## config.mk

```make
export PLATFORM = sky130hd
export DESIGN_NAME = seg_disp_arbiter
export DESIGN_NICKNAME = d
export VERILOG_FILES = /design/src/rtl/seg_disp_arbiter.sv
export SDC_FILE = /design/constraint.sdc
export NUM_CORES = 1
export LEC_CHECK = 0
export CORE_MARGIN = 3
export CORE_UTILIZATION = 50
export CTS_CLUSTER_DIAMETER = 60
export DETAILED_ROUTE_END_ITERATION = 8
export GPL_TIMING_DRIVEN = 1
export PLACE_DENSITY = 0.87
export SLEW_MARGIN = 20
export SYNTH_ARGS = -nofsm -noshare
export SYNTH_HDL_FRONTEND = slang
export SYNTH_SLANG_ARGS = --single-unit
export TNS_END_PERCENT = 50
```

## constraint.sdc

```tcl
create_clock -name clk -period 7.4 [get_ports clk]
set_input_delay 1.11 -clock clk [delete_from_list [all_inputs] [get_ports clk]]
set_output_delay 1.11 -clock clk [all_outputs]
set_load 0.03 [all_outputs]
```

## src/rtl/seg_disp_arbiter.sv

```systemverilog
// Fixed-priority (2 > 1 > 0) arbiter sharing the 6-digit BCD display among
// three clients, with a minimum hold time protecting the current owner.
module seg_disp_arbiter #(
   parameter int          MS_DIV      = 50000,
   parameter int          HOLD_MS     = 500,
   parameter logic [23:0] DEFAULT_BCD = 24'h000000
) (
   input  logic        clk,
   input  logic        rst_n,
   input  logic [2:0]  req,
   input  logic [23:0] data0,
   input  logic [23:0] data1,
   input  logic [23:0] data2,
   output logic [2:0]  grant,
   output logic [23:0] data_bcd,
   output logic        busy,
   output logic        grant_chg
);

   localparam int PW   = (MS_DIV > 1) ? $clog2(MS_DIV) : 1;
   localparam int HC_W = (HOLD_MS > 0) ? $clog2(HOLD_MS + 1) : 1;
   localparam logic [PW-1:0]   PRESC_LAST = PW'(MS_DIV - 1);
   localparam logic [HC_W-1:0] HOLD_LAST  = HC_W'((HOLD_MS > 0) ? HOLD_MS - 1 : 0);
   localparam logic [HC_W-1:0] HOLD_MAX   = HC_W'(HOLD_MS);

   typedef enum logic [1:0] {IDLE, HOLD, OPEN} state_e;

   // A zero hold time means a fresh owner is immediately preemptable.
   localparam state_e START_ST = (HOLD_MS == 0) ? OPEN : HOLD;

   state_e           state_q, state_d;
   logic [2:0]       grant_q, grant_d;
   logic [23:0]      data_bcd_q, data_bcd_d;
   logic             grant_chg_q, grant_chg_d;
   logic [PW-1:0]    presc_q, presc_d;
   logic [HC_W-1:0]  hold_cnt_q, hold_cnt_d;
   logic [2:0]       winner;
   logic             tick;

   always_comb begin
      winner = 3'b000;
      if (req[2])      winner = 3'b100;
      else if (req[1]) winner = 3'b010;
      else if (req[0]) winner = 3'b001;
   end

   assign tick = (presc_q == PRESC_LAST);

   always_comb begin
      state_d = state_q;
      grant_d = grant_q;
      unique case (state_q)
         IDLE: begin
            if (winner != 3'b000) begin
               grant_d = winner;
               state_d = START_ST;
            end
         end
         HOLD, OPEN: begin
            if ((req & grant_q) == 3'b000) begin
               grant_d = winner;
               state_d = (winner != 3'b000) ? START_ST : IDLE;
            end else if (state_q == OPEN && winner != grant_q) begin
               // Owner still requesting, so any different winner outranks it.
               grant_d = winner;
               state_d = START_ST;
            end else if (state_q == HOLD && tick && hold_cnt_q == HOLD_LAST) begin
               state_d = OPEN;
            end
         end
         default: begin
            grant_d = 3'b000;
            state_d = IDLE;
         end
      endcase
   end

   always_comb begin
      grant_chg_d = (grant_d != grant_q);
      presc_d     = '0;
      hold_cnt_d  = '0;
      if (!grant_chg_d && state_q != IDLE) begin
         presc_d    = tick ? '0 : presc_q + 1'b1;
         hold_cnt_d = hold_cnt_q;
         if (tick && hold_cnt_q != HOLD_MAX) hold_cnt_d = hold_cnt_q + 1'b1;
      end
   end

   always_comb begin
      unique case (grant_d)
         3'b001:  data_bcd_d = data0;
         3'b010:  data_bcd_d = data1;
         3'b100:  data_bcd_d = data2;
         default: data_bcd_d = DEFAULT_BCD;
      endcase
   end

   always_ff @(posedge clk or negedge rst_n) begin
      if (!rst_n) begin
         state_q     <= IDLE;
         grant_q     <= '0;
         data_bcd_q  <= DEFAULT_BCD;
         grant_chg_q <= 1'b0;
         presc_q     <= '0;
         hold_cnt_q  <= '0;
      end else begin
         state_q     <= state_d;
         grant_q     <= grant_d;
         data_bcd_q  <= data_bcd_d;
         grant_chg_q <= grant_chg_d;
         presc_q     <= presc_d;
         hold_cnt_q  <= hold_cnt_d;
      end
   end

   assign grant     = grant_q;
   assign data_bcd  = data_bcd_q;
   assign busy      = |grant_q;
   assign grant_chg = grant_chg_q;

endmodule

```

==> flow_metrics.tcl, run 1 <==
set metrics [dict create \
    status "finished clean" \
    whs_ns 0.507 \
    setup_tns_ns 0 \
    mostFrequentLayoutCells "104 x clkdlybuf4s50_1, 55 x dfrtp_1, 48 x a22o_1" \
    synth_edf_count 0 \
    fmax_ghz 0.264 \
    wl_met1_microns 2940 \
    io_pins 106 \
    fin_util_pct 71.5 \
    cts-root-buf "clkbuf_8" \
    skew_ns 0.00714 \
    criticalPathCategory "primary input to flop" \
    drc_errors 0 \
    num_vias 2684 \
    arrival_ns 4.05 \
    antenna_found_initial 0 \
    cts-htree-levels 2 \
    finalSetupViolCount 0 \
    grt_pass1_vias 2808 \
    drive_above_1_share_pct 9.34 \
    syn_area_per_cell_sq_um 10.5 \
    rows 28 \
    yosysWarnings 0 \
    first_pass_iters 4 \
    slew_violations 0 \
    crit_top_cell "a22o_1" \
    peakVddDrop_v 0.000171 \
    cts_tree "built" \
    cts.sinks 55 \
    routed_wl_microns 7570 \
    max_cap_viol_count 0 \
    worstSkewPairLatency_ns 0.32 \
    area_growth_pct 36.8 \
    synth_fp_nets 382 \
    core_region_area_sq_mm 0.00599 \
    synth_cell_type_count 54 \
    cts_setup_buffers 0 \
    grt_max_degree 56 \
    wl_met3_microns 573 \
    period_needed_ns 3.78 \
    wire_per_inst_microns 16.1 \
    rr_worst_depth 8 \
    place.gp.congestion 0.896 \
    relSlewSlack_pct 43.8 \
    slowest_stage "and2_1" \
    syn_area_sq_mm 0.00313 \
    ys_ff_latch 55 \
    cts_resized 0 \
    whs_path_depth 1 \
    power_leakage_nw 1.74 \
    clkTransAtPathRegs_ns 0.10 \
    wl_met2_microns 3890 \
    cts_buffers 5 \
    drt-initial-drc-count 102 \
    power_density_mw_per_mm2 313 \
    dpl_cell_area_sq_mm 0.00418 \
    fin_nets 480 \
    max_stage_delay_ns 0.75 \
    overflow 0 \
    worstMarginPinSlew_ns 0.844 \
    path_cells "clkdlybuf4s50_1 -> ha_1 -> a221o_1 -> a211oi_2 -> a211oi_1 -> and2_1 -> a22o_1 -> a22o_1" \
    top_layer "met4" \
    cts_max_path_buffers 2 \
    portBuffers 105 \
    final_cell_area_sq_mm 0.00428 \
    hpwl_microns 5810 \
    synth_ff_type "dfrtp_1" \
    fp.dieH_microns 85.1 \
    grt_use_total_pct 22.2 \
    hold_violations 0 \
    die_area_sq_mm 0.00725 \
    start_util_pct 52.3 \
    ant_nets 0 \
    seq_area_frac_synth_pct 43.9 \
    synth-async-reset-ratio_pct 100 \
    viasPerCell 5.70 \
    critPathLaunchType "primary input" \
    netlist_instances 297 \
    hold_buffers 0 \
    layout_commonest_cell "clkdlybuf4s50_1" \
    grt_first_pass_wirelength_microns 13000 \
    worstHoldPathType "flop to flop" \
    period_share_pct 51.1 \
    crit_path_end_kind "flop" \
    antenna_cells 0 \
    die_x_microns 85.1 \
    cp.required_ns 7.66 \
    worstPathMaxFanout 24 \
    grt_setup_unrepaired "no" \
]
## cells in the mapped netlist, drive strengths merged (3+ instances only)
master,instances,area share (%)
dfrtp,55,44
a22o,48,13
nor2,35,5.0
nand2,15,1.8
xnor2,13,3.6
buf,12,2.9
nand3,11,2.2
inv,10,1.2
nor3,9,1.4
ha,8,3.2
xor2,8,2.2
clkbuf,7,0.88
a21oi,5,0.80
nand4,5,1.0
and2,4,0.80
and4,4,1.1
o21ai,4,0.64
and3,3,0.76
nand3b,3,0.72
## final cells by class
class | count | area [sq um]
fillers | 460 | 1710
multi-input cells | 213 | 1600
flip-flops and latches | 55 | 1380
repair buffers | 110 | 1090
well taps | 75 | 93.8
clock buffers | 5 | 68.8
inverters | 10 | 37.5
clock inverters | 3 | 20.0
## power breakdown
group / switching (mW) / internal, mW / total, mW
registers: 0.0369 / 0.363 / 0.400
logic: 0.434 / 0.343 / 0.777
clock network: 0.100 / 0.0660 / 0.166
total: 0.571 / 0.772 / 1.34
## through the flow
stage,power (mW),setup slack (ns),cells
after floorplan,0.952,4.40,297
after global placement,1.16,3.15,462
after detailed placement,1.18,3.03,462
after CTS,1.35,3.37,470
after global routing,1.43,3.38,471
final,1.34,3.62,471
## path summary, 6_finish.rpt
path | slack, ns | startpoint | endpoint
max | 3.62 | req[2] | data_bcd[3]
min | 0.51 | presc_q[0] | presc_q[0]
max reg2reg | 4.53 | state_q[0] | data_bcd[3]
min reg2reg | 0.51 | presc_q[0] | presc_q[0]
max in group asynchronous | 6.05 | rst_n | presc_q[12]
min in group asynchronous | 0.90 | rst_n | hold_cnt_q[0]
## registers in the layout, indices dropped and copies added (netlist names)
signal,flops
hold_cnt_q,9
data_bcd,24
grant,3
presc_q,16
state_q,2
grant_chg,1
## worst max-delay path: cells and delay by family
kind / cells / cell delay (ns)
AO/OA/AOI/OAI: 5 / 1.23
buffers and inverters: 1 / 0.66
AND/OR/NAND/NOR: 1 / 0.75
adder cells (fa/ha/maj): 1 / 0.27
## cells by family (layout without fill, tap and decap cells)
| family | Yosys count | in the layout | share of synthesized area [%] |
|---|---|---|---|
| buffers and inverters | 29 | 128 | 4.95 |
| flip-flops | 55 | 55 | 43.9 |
| AND/OR/NAND/NOR | 105 | 105 | 19.6 |
| multiplexers | 3 | 3 | 1.04 |
| adder cells (fa/ha/maj) | 8 | 8 | 3.20 |
| XOR/XNOR | 21 | 21 | 5.87 |
| AO/OA/AOI/OAI | 76 | 76 | 21.4 |
## layer usage
layer / vias up / GRT usage (%)
li1: 1287 / -
met1: 1275 / 26.0
met2: 103 / 38.2
met3: 19 / 7.18
met4: 0 / 7.77
met5: - / 0
No activity file was read; power rests on OpenSTA's default activity.
==> inputs of run 2 (changes only) <==
- CORE_UTILIZATION: 50 -> 42
- PLACE_DENSITY: 0.87 -> 0.78
- clock period: 7.4 -> 3.4 ns (I/O delays scaled with it)
==> run 2 against run 1 <==
Against the previous run:
- sequential power grew 120%
- combinational power grew 120%
- hold slack got worse by 0.28 ns
==> flow_metrics.tcl, run 2 (same netlist as run 1, synthesis figures left out) <==
set metrics [dict create \
    largest_reg_flops 24 \
    fp.dieH_microns 92.4 \
    layout_commonest_cell "clkdlybuf4s50_1" \
    core_region_area_sq_mm 0.00702 \
    wire_per_inst_microns 15.3 \
    portBuffers 105 \
    first_pass_iters 4 \
    cts_setup_buffers 0 \
    slew_violations 0 \
    use_met1_pct 21.4 \
    io_pins 106 \
    p_switching_mw 1.21 \
    cts-root-buf "clkbuf_8" \
    peakVddDrop_v 0.000413 \
    antenna_cells 0 \
    antenna_found_initial 0 \
    grt_max_degree 31 \
    die_x_microns 92.4 \
    arrival_ns 3.14 \
    hold_buffers 0 \
    status "finished clean" \
    worstMarginPinSlew_ns 0.869 \
    path_cells "clkdlybuf4s50_1 -> a221o_1 -> a211oi_2 -> nand2_1 -> and4_1 -> o311ai_2 -> nor2_1" \
    cts.sinks 55 \
    period_share_pct 87.9 \
    critPathLaunchType "primary input" \
    cts_buffers 5 \
    grt_first_pass_wirelength_microns 12000 \
    power_leakage_nw 1.77 \
    grt_pass1_vias 2568 \
    start_util_pct 44.6 \
    combPwrFrac_pct 57.3 \
    routed_wl_microns 7570 \
    rows 30 \
    cts_tree "built" \
    grtUsageMet2_pct 28.2 \
    num_vias 2678 \
    fin_nets 483 \
    busiest_layer "met2" \
    grt_use_total_pct 17.5 \
    finalSetupViolCount 0 \
    drive_above_1_share_pct 9.77 \
    worstPathMaxFanout 12 \
    slowest_stage "o311ai_2" \
    period_needed_ns 2.99 \
    criticalPathCategory "primary input to flop" \
    fmax_ghz 0.335 \
    overflow 0 \
    hpwl_microns 5870 \
    power_frac_clock_pct 13.0 \
    p_total_mw 2.94 \
    ant_nets 0 \
    p_int_mw 1.72 \
    skew_ns 0.00514 \
    die_area_sq_mm 0.00853 \
    rr_worst_depth 7 \
    cts-htree-levels 2 \
    grt_setup_unrepaired "no" \
    grt_use_met3_pct 6.58 \
    max_stage_delay_ns 0.76 \
    worstSkewPairLatency_ns 0.30 \
    cts_max_path_buffers 2 \
    worstHoldPathType "primary input to asynchronous set/reset pin" \
    hold_violations 0 \
    relSlewSlack_pct 42.1 \
    viasPerCell 5.41 \
    cp.required_ns 3.55 \
    setup_tns_ns 0 \
    power_density_mw_per_mm2 677 \
    sw_frac_of_total_pct 41.4 \
    drt-initial-drc-count 104 \
    max_cap_viol_count 0 \
    area_growth_pct 38.6 \
    sequentialPowerShare_pct 29.6 \
    drc_errors 0 \
    mostFrequentLayoutCells "104 x clkdlybuf4s50_1, 55 x dfrtp_1, 48 x a22o_1" \
    clkTransAtPathRegs_ns 0.09 \
    cts_resized 0 \
    crit_path_end_kind "flop" \
    place.gp.congestion 0.851 \
]
## run 2: worst max-delay path, delay by kind of cell
kind	cells	cell delay (ns)
compound gates	3	1.56
buf+inv	1	0.60
simple gates	3	0.46
## run 2: stage by stage
stage | cell area [sq um] | utilization [%] | cells | worst slack [ns] | hold WS (ns)
floorplan | 3130 | - | 297 | 0.916 | 0.214
CTS | 4340 | 61.8 | 495 | 0.422 | 0.244
global placement | 4240 | 60.4 | 487 | 0.249 | 0.497
detailed placement | 4240 | 60.4 | 487 | 0.114 | 0.515
global route | 4340 | 61.8 | 495 | 0.273 | 0.272
finish | 4340 | 61.8 | 495 | 0.412 | 0.224
## run 2: layout make-up
class / instances / area [sq um]
sequential: 55 / 1380
tap: 96 / 120
fill: 597 / 2680
inverter: 10 / 37.5
multi-input combinational: 213 / 1600
timing repair buffer: 113 / 1110
clock buffer: 8 / 100
## run 2: path summary, 6_finish.rpt
check / from / slack [ns] / endpoint
min in group clk: presc_q[0] / 0.52 / presc_q[0]
max: req[1] / 0.41 / presc_q[7]
max reg2reg: grant[2] / 0.60 / presc_q[7]
max in group asynchronous: rst_n / 2.39 / data_bcd[1]
min reg2reg: presc_q[0] / 0.52 / presc_q[0]
min: rst_n / 0.22 / hold_cnt_q[0]
## run 2: power groups by stage
stage | clock, mW | combinational, mW | sequential, mW
after floorplan | 0 | 0.990 | 1.08
after global placement | 0 | 1.67 | 0.882
after detailed placement | 0 | 1.68 | 0.885
after CTS | 0.395 | 1.69 | 0.872
after global routing | 0.415 | 1.81 | 0.885
final | 0.383 | 1.68 | 0.870
## run 2: per-layer routing
layer	vias up	wire length, microns
met2	112	3630
met1	1262	3070
met3	15	716
met4	0	163
li1	1289	-
met5	-	0
==> inputs of run 3 (changes only) <==
- CORE_UTILIZATION: 42 -> 46
- PLACE_DENSITY: 0.78 -> 0.81
- clock period: 3.4 -> 3.1 ns (I/O delays scaled with it)
==> run 3 against run 2 <==
Against the previous run:
- sequential share of layout area shrank 0.055 points
- sequential power grew 10%
- count of clock-buffer cells in the layout shrank 1
- register-to-register slack lost 0.25 ns
- first-iteration DRC count shrank 7.7%
- final cell count shrank 2.8%
- combinational power grew 14%
- global-route usage grew 3.0 points
- clock power shrank 1%
- critical endpoint is now presc_q[11]
- largest cell class unchanged
==> flow_metrics.tcl, run 3 (same netlist as run 1, synthesis figures left out) <==
set metrics [dict create \
    grt_max_degree 35 \
    sw_frac_of_total_pct 41.8 \
    area_growth_pct 38.8 \
    drive_above_1_share_pct 10.6 \
    criticalPathCategory "primary input to flop" \
    cts-htree-levels 2 \
    place.gp.congestion 0.885 \
    fp.dieH_microns 88.5 \
    period_needed_ns 2.86 \
    layout_commonest_cell "clkdlybuf4s50_1" \
    antenna_cells 0 \
    p_switching_mw 1.36 \
    path_cells "clkdlybuf4s50_1 -> ha_1 -> a221o_1 -> a211oi_2 -> nand2_1 -> and4_1 -> o311ai_2 -> nor2_1" \
    grt_setup_unrepaired "no" \
    antenna_found_initial 0 \
    crit_path_end_kind "flop" \
    slowest_stage "o311ai_2" \
    p_int_mw 1.89 \
    arrival_ns 3.01 \
    first_pass_iters 4 \
    peakVddDrop_v 0.000396 \
    die_x_microns 88.5 \
    worstPathMaxFanout 12 \
    worstMarginPinSlew_ns 0.901 \
    core_region_area_sq_mm 0.00646 \
    max_cap_viol_count 0 \
    portBuffers 105 \
    worst-path-buf-inv 1 \
    num_vias 2726 \
    cp_top_family "compound AO/OA/AOI/OAI gates" \
    skew_ns 0.00584 \
    routed_wl_microns 7880 \
    relSlewSlack_pct 39.9 \
    sequentialPowerShare_pct 29.5 \
    hpwl_microns 6110 \
    power_leakage_nw 1.79 \
    wire_per_inst_microns 16.4 \
    slew_violations 0 \
    start_util_pct 48.5 \
    fin_util_pct 67.3 \
    n_fill_cell 524 \
    rrSetupSlack_ns 0.35 \
    io_pins 106 \
    worstHoldPathType "primary input to asynchronous set/reset pin" \
    rr_worst_depth 7 \
    finalSetupViolCount 0 \
    grt_first_pass_wirelength_microns 12600 \
    clkTransAtPathRegs_ns 0.09 \
    fmax_ghz 0.350 \
    drc_errors 0 \
    whs_ns 0.219 \
    power_density_mw_per_mm2 746 \
    combPwrFrac_pct 58.9 \
    max_stage_delay_ns 0.75 \
    p_total_mw 3.25 \
    cts-root-buf "clkbuf_8" \
    grt_pass1_vias 2737 \
    cp.required_ns 3.25 \
    ant_nets 0 \
    status "finished clean" \
    cts.sinks 55 \
    r2r_start "grant[2]" \
    dpl_cell_area_sq_mm 0.00427 \
    critPathLaunchType "primary input" \
    grt_use_total_pct 20.5 \
    timing.rr.end "presc_q[11]" \
    cts_max_path_buffers 2 \
    cts_tree "built" \
    hold_violations 0 \
    viasPerCell 5.67 \
    mostFrequentLayoutCells "104 x clkdlybuf4s50_1, 55 x dfrtp_1, 48 x a22o_1" \
    final_cell_area_sq_mm 0.00435 \
    die_area_sq_mm 0.00783 \
    cts_buffers 5 \
    rows 29 \
    hold_buffers 0 \
    largest_reg_flops 24 \
    overflow 0 \
    power_frac_clock_pct 11.6 \
    cts_resized 0 \
    cts_setup_buffers 0 \
    fin_nets 488 \
    period_share_pct 92.2 \
    worstSkewPairLatency_ns 0.30 \
    drt-initial-drc-count 96 \
]
run 3: changes by cell type in the layout (fill, tap and decap cells not counted):
cell and change:
buf_12 +1, buf_4 +4, clkbuf_1 +1, clkbuf_8 -2
clkinv_2 +1
run 3: power by group through the flow:
| stage | logic, mW | clock network, mW | registers (mW) |
|---|---|---|---|
| after floorplan | 1.09 | 0 | 1.19 |
| after global placement | 1.87 | 0 | 0.965 |
| after detailed placement | 1.92 | 0 | 0.973 |
| after CTS | 1.92 | 0.389 | 0.958 |
| after global routing | 2.06 | 0.418 | 0.978 |
| final | 1.91 | 0.378 | 0.957 |
run 3: layout make-up:
class,count,area (sq um),area share [%]
tap,77,96.3,2.22
inverter,10,37.5,0.863
sequential,55,1380,31.7
multi-input combinational,213,1600,36.8
timing repair buffer,118,1160,26.6
clock inverter,1,5.00,0.115
clock buffer,7,76.3,1.76
run 3: worst reg2reg max path, cell delays in order, from the launching register on:
cell and delay (ns):
dfrtp_1 0.49, ha_1 0.27, a221o_1 0.36, a211oi_2 0.32
nand2_1 0.08, and4_1 0.22, o311ai_2 0.75, nor2_1 0.13
run 3: how the worst max path moves through the flow:
| stage | cells after the start | startpoint | end | slack, ns |
|---|---|---|---|---|
| after global routing | 7 | req[0] | presc_q[12] | 0.12 |
| after CTS | 8 | req[2] | presc_q[11] | 0.26 |
| after floorplan | 9 | grant[2] | data_bcd[0] | 0.62 |
| final | 8 | req[2] | presc_q[11] | 0.24 |
| after global placement | 8 | req[2] | presc_q[8] | 0.05 |
| after detailed placement | 8 | req[2] | presc_q[8] | -0.08 |
run 3: metal layers:
metal  part of all wire [%]  vias to the layer above  routed length [microns]  global-route usage, %
li1                       -                     1303                        -                      -
met1                     41                     1301                     3200                   25.3
met2                     50                      108                     3940                   34.6
met3                    7.6                       14                      596                   6.52
met4                    1.9                        0                      150                   6.04
met5                      0                        -                        0                      0
run 3: metrics by stage:
stage / setup WS, ns / std cells / setup TNS (ns)
6_report: 0.243 / 481 / 0
5_1_grt: 0.121 / 481 / 0
4_1_cts: 0.256 / 481 / 0
3_5_place_dp: -0.0816 / 473 / -0.451
2_1_floorplan: 0.616 / 297 / 0
3_3_place_gp: 0.0522 / 473 / 0
==> RTL change (settings of run 3) <==
Change the parameter `MS_DIV` from 50000 to 25000.
--- a/src/rtl/seg_disp_arbiter.sv
+++ b/src/rtl/seg_disp_arbiter.sv
@@ -3,3 +3,3 @@
 module seg_disp_arbiter #(
-   parameter int          MS_DIV      = 50000,
+   parameter int          MS_DIV      = 25000,
    parameter int          HOLD_MS     = 500,
Function: no difference found for any inputs over 10 cycles, from zero or initial values and one cycle with rst_n low; that may be too few to reach the edited logic, so the function may still have changed.
==> RTL change against run 3 <==
Sequential cell count down 1. Die area up 3.1%. Global-route usage down 0.61 points. Setup slack better by 0.24 ns. Design area up 1.6%. Count of clock-buffer cells in the layout unchanged. Routed wire length up 1.4%. Area after synthesis up 3.3%. Synthesized cell count up 11%. Power down 0.44%. Largest cell class unchanged.
==> RTL change: results (changes against run 3) <==
metric;value;unit;change
run status;complete, no violations;;
Compound-Gate Fraction of Synth Area;15.0;%;-6.4 points
largest net degree at the start of global routing;26;;-26%
routed wire length;7990;µm;+1.4%
asr flop ratio synth;100;%;unchanged
clock tree buffer depth;2;;unchanged
Arr. time, crit path;2.80;ns;-0.21 ns
vias in the first global route;2831;;+3.4%
Synth top cells by count;dfrtp_1 (54), nor2_1 (41), nand3_1 (33);;
leakage power;1.79;nW;+0.12%
Antenna diodes;0;;unchanged
Final #Nets;514;;+5.3%
mux cell area share after synthesis;0.774;%;-0.27 points
Clock Latency Late Sink;0.30;ns;about the same
synth top area cells;dfrtp_1 (42%), a221o_1 (7.7%), nor3_2 (5.9%);;
Mapped Nets;414;;+8.4%
CP peak stage delay;0.46;ns;-0.29 ns
Post-DP HPWL;6140;µm;+0.51%
worst-margin pin slew;0.556;ns;-0.345 ns
Hold/Removal Path Class;in -> async;;
VDD IR max;0.000438;V;+11%
Netlist cell types;53;;-1.9%
Placer Congestion;0.880;;-0.54%
crit path max fanout;24;;+12
critical path's slowest cell;clkdlybuf4s50_1;;
global-route track usage on met2;36.5;%;+1.9 points
Layout Skew;0.00684;ns;+0.00100 ns
Seq/Total Area, Yosys;41.8;%;-2.2 points
met3 track demand over resource;6.34;%;-0.17 points
Via Count;2862;;+5.0%
post-synthesis adder-cell area fraction;3.09;%;-0.10 points
GRT Overall Usage;19.9;%;-0.61 points
first-pass GRT wire length;13400;µm;+5.8%
1st-iter DRT viols;146;;+52%
Global Route met1 Usage;22.5;%;-2.7 points
share of layout cells above drive strength 1;11.4;%;+0.78 points
Post-Synth XOR/XNOR Area;5.69;%;-0.19 points
post-CTS setup buffers;0;;unchanged
## RTL change: cell count changes after synthesis, moves of 10 or more
cell,change
nand3_1,+23
a22o_1,-48
nor2_1,+16
nor3_2,+19
a221o_1,+24
nor2_2,-10
## RTL change: per-layer routing
| layer | vias up | wire length (µm) |
|---|---|---|
| met1 | 1361 | 3120 |
| met4 | 0 | 96 |
| met3 | 9 | 667 |
| li1 | 1394 | - |
| met2 | 98 | 4110 |
| met5 | - | 0 |
## RTL change: cell families after synthesis
kind of cell | after synthesis
compound gates | 55
fa+ha+maj | 8
flops | 54
simple gates | 153
mux | 2
xor+xnor | 21
buf+inv | 36
## RTL change: worst paths after layout
check | from | end | slack [ns] | cells after the start
max | req[2] | data_bcd[5] | 0.48 | 8
min | rst_n | hold_cnt_q[5] | 0.12 | 1
max reg2reg | state_q[0] | data_bcd[5] | 0.50 | 9
min reg2reg | presc_q[0] | presc_q[0] | 0.48 | 1
max in group asynchronous | rst_n | data_bcd[15] | 2.35 | 2
min in group clk | presc_q[0] | presc_q[0] | 0.48 | 1
## RTL change: worst reg2reg max path, delay by kind of cell (launching register included)
| family | cells | cell delay, ns |
|---|---|---|
| compound gates | 2 | 0.44 |
| fa+ha+maj | 1 | 0.43 |
| buf+inv | 2 | 0.34 |
| flops | 1 | 0.42 |
| simple gates | 4 | 0.91 |
## RTL change: area by class of cell
cell class	count	area, µm²
Timing Repair Buffer	118	1160
Sequential cell	54	1350
Clock buffer	7	76.3
Fill cell	521	2150
Multi-Input combinational cell	239	1680
Inverter	11	41.3
Tap cell	93	116
## RTL change: per-stage QoR
| stage | utilization [%] | cell area (µm²) | instances | worst slack (ns) | total power [W] |
|---|---|---|---|---|---|
| after floorplan | - | 3230 | 329 | 0.579 | 0.00228 |
| after global placement | 66.1 | 4340 | 515 | 0.227 | 0.00284 |
| after detailed placement | 66.1 | 4340 | 515 | 0.175 | 0.00289 |
| after CTS | 67.3 | 4420 | 522 | 0.490 | 0.00326 |
| after global routing | 67.3 | 4420 | 522 | 0.301 | 0.00343 |
| final | 67.3 | 4420 | 522 | 0.481 | 0.00323 |
## RTL change: report_power, final
part	switching (W)	total, W	internal [W]
combinational	0.00112	0.00192	0.000800
clock	0.000204	0.000360	0.000156
sequential	0.0000895	0.000951	0.000861
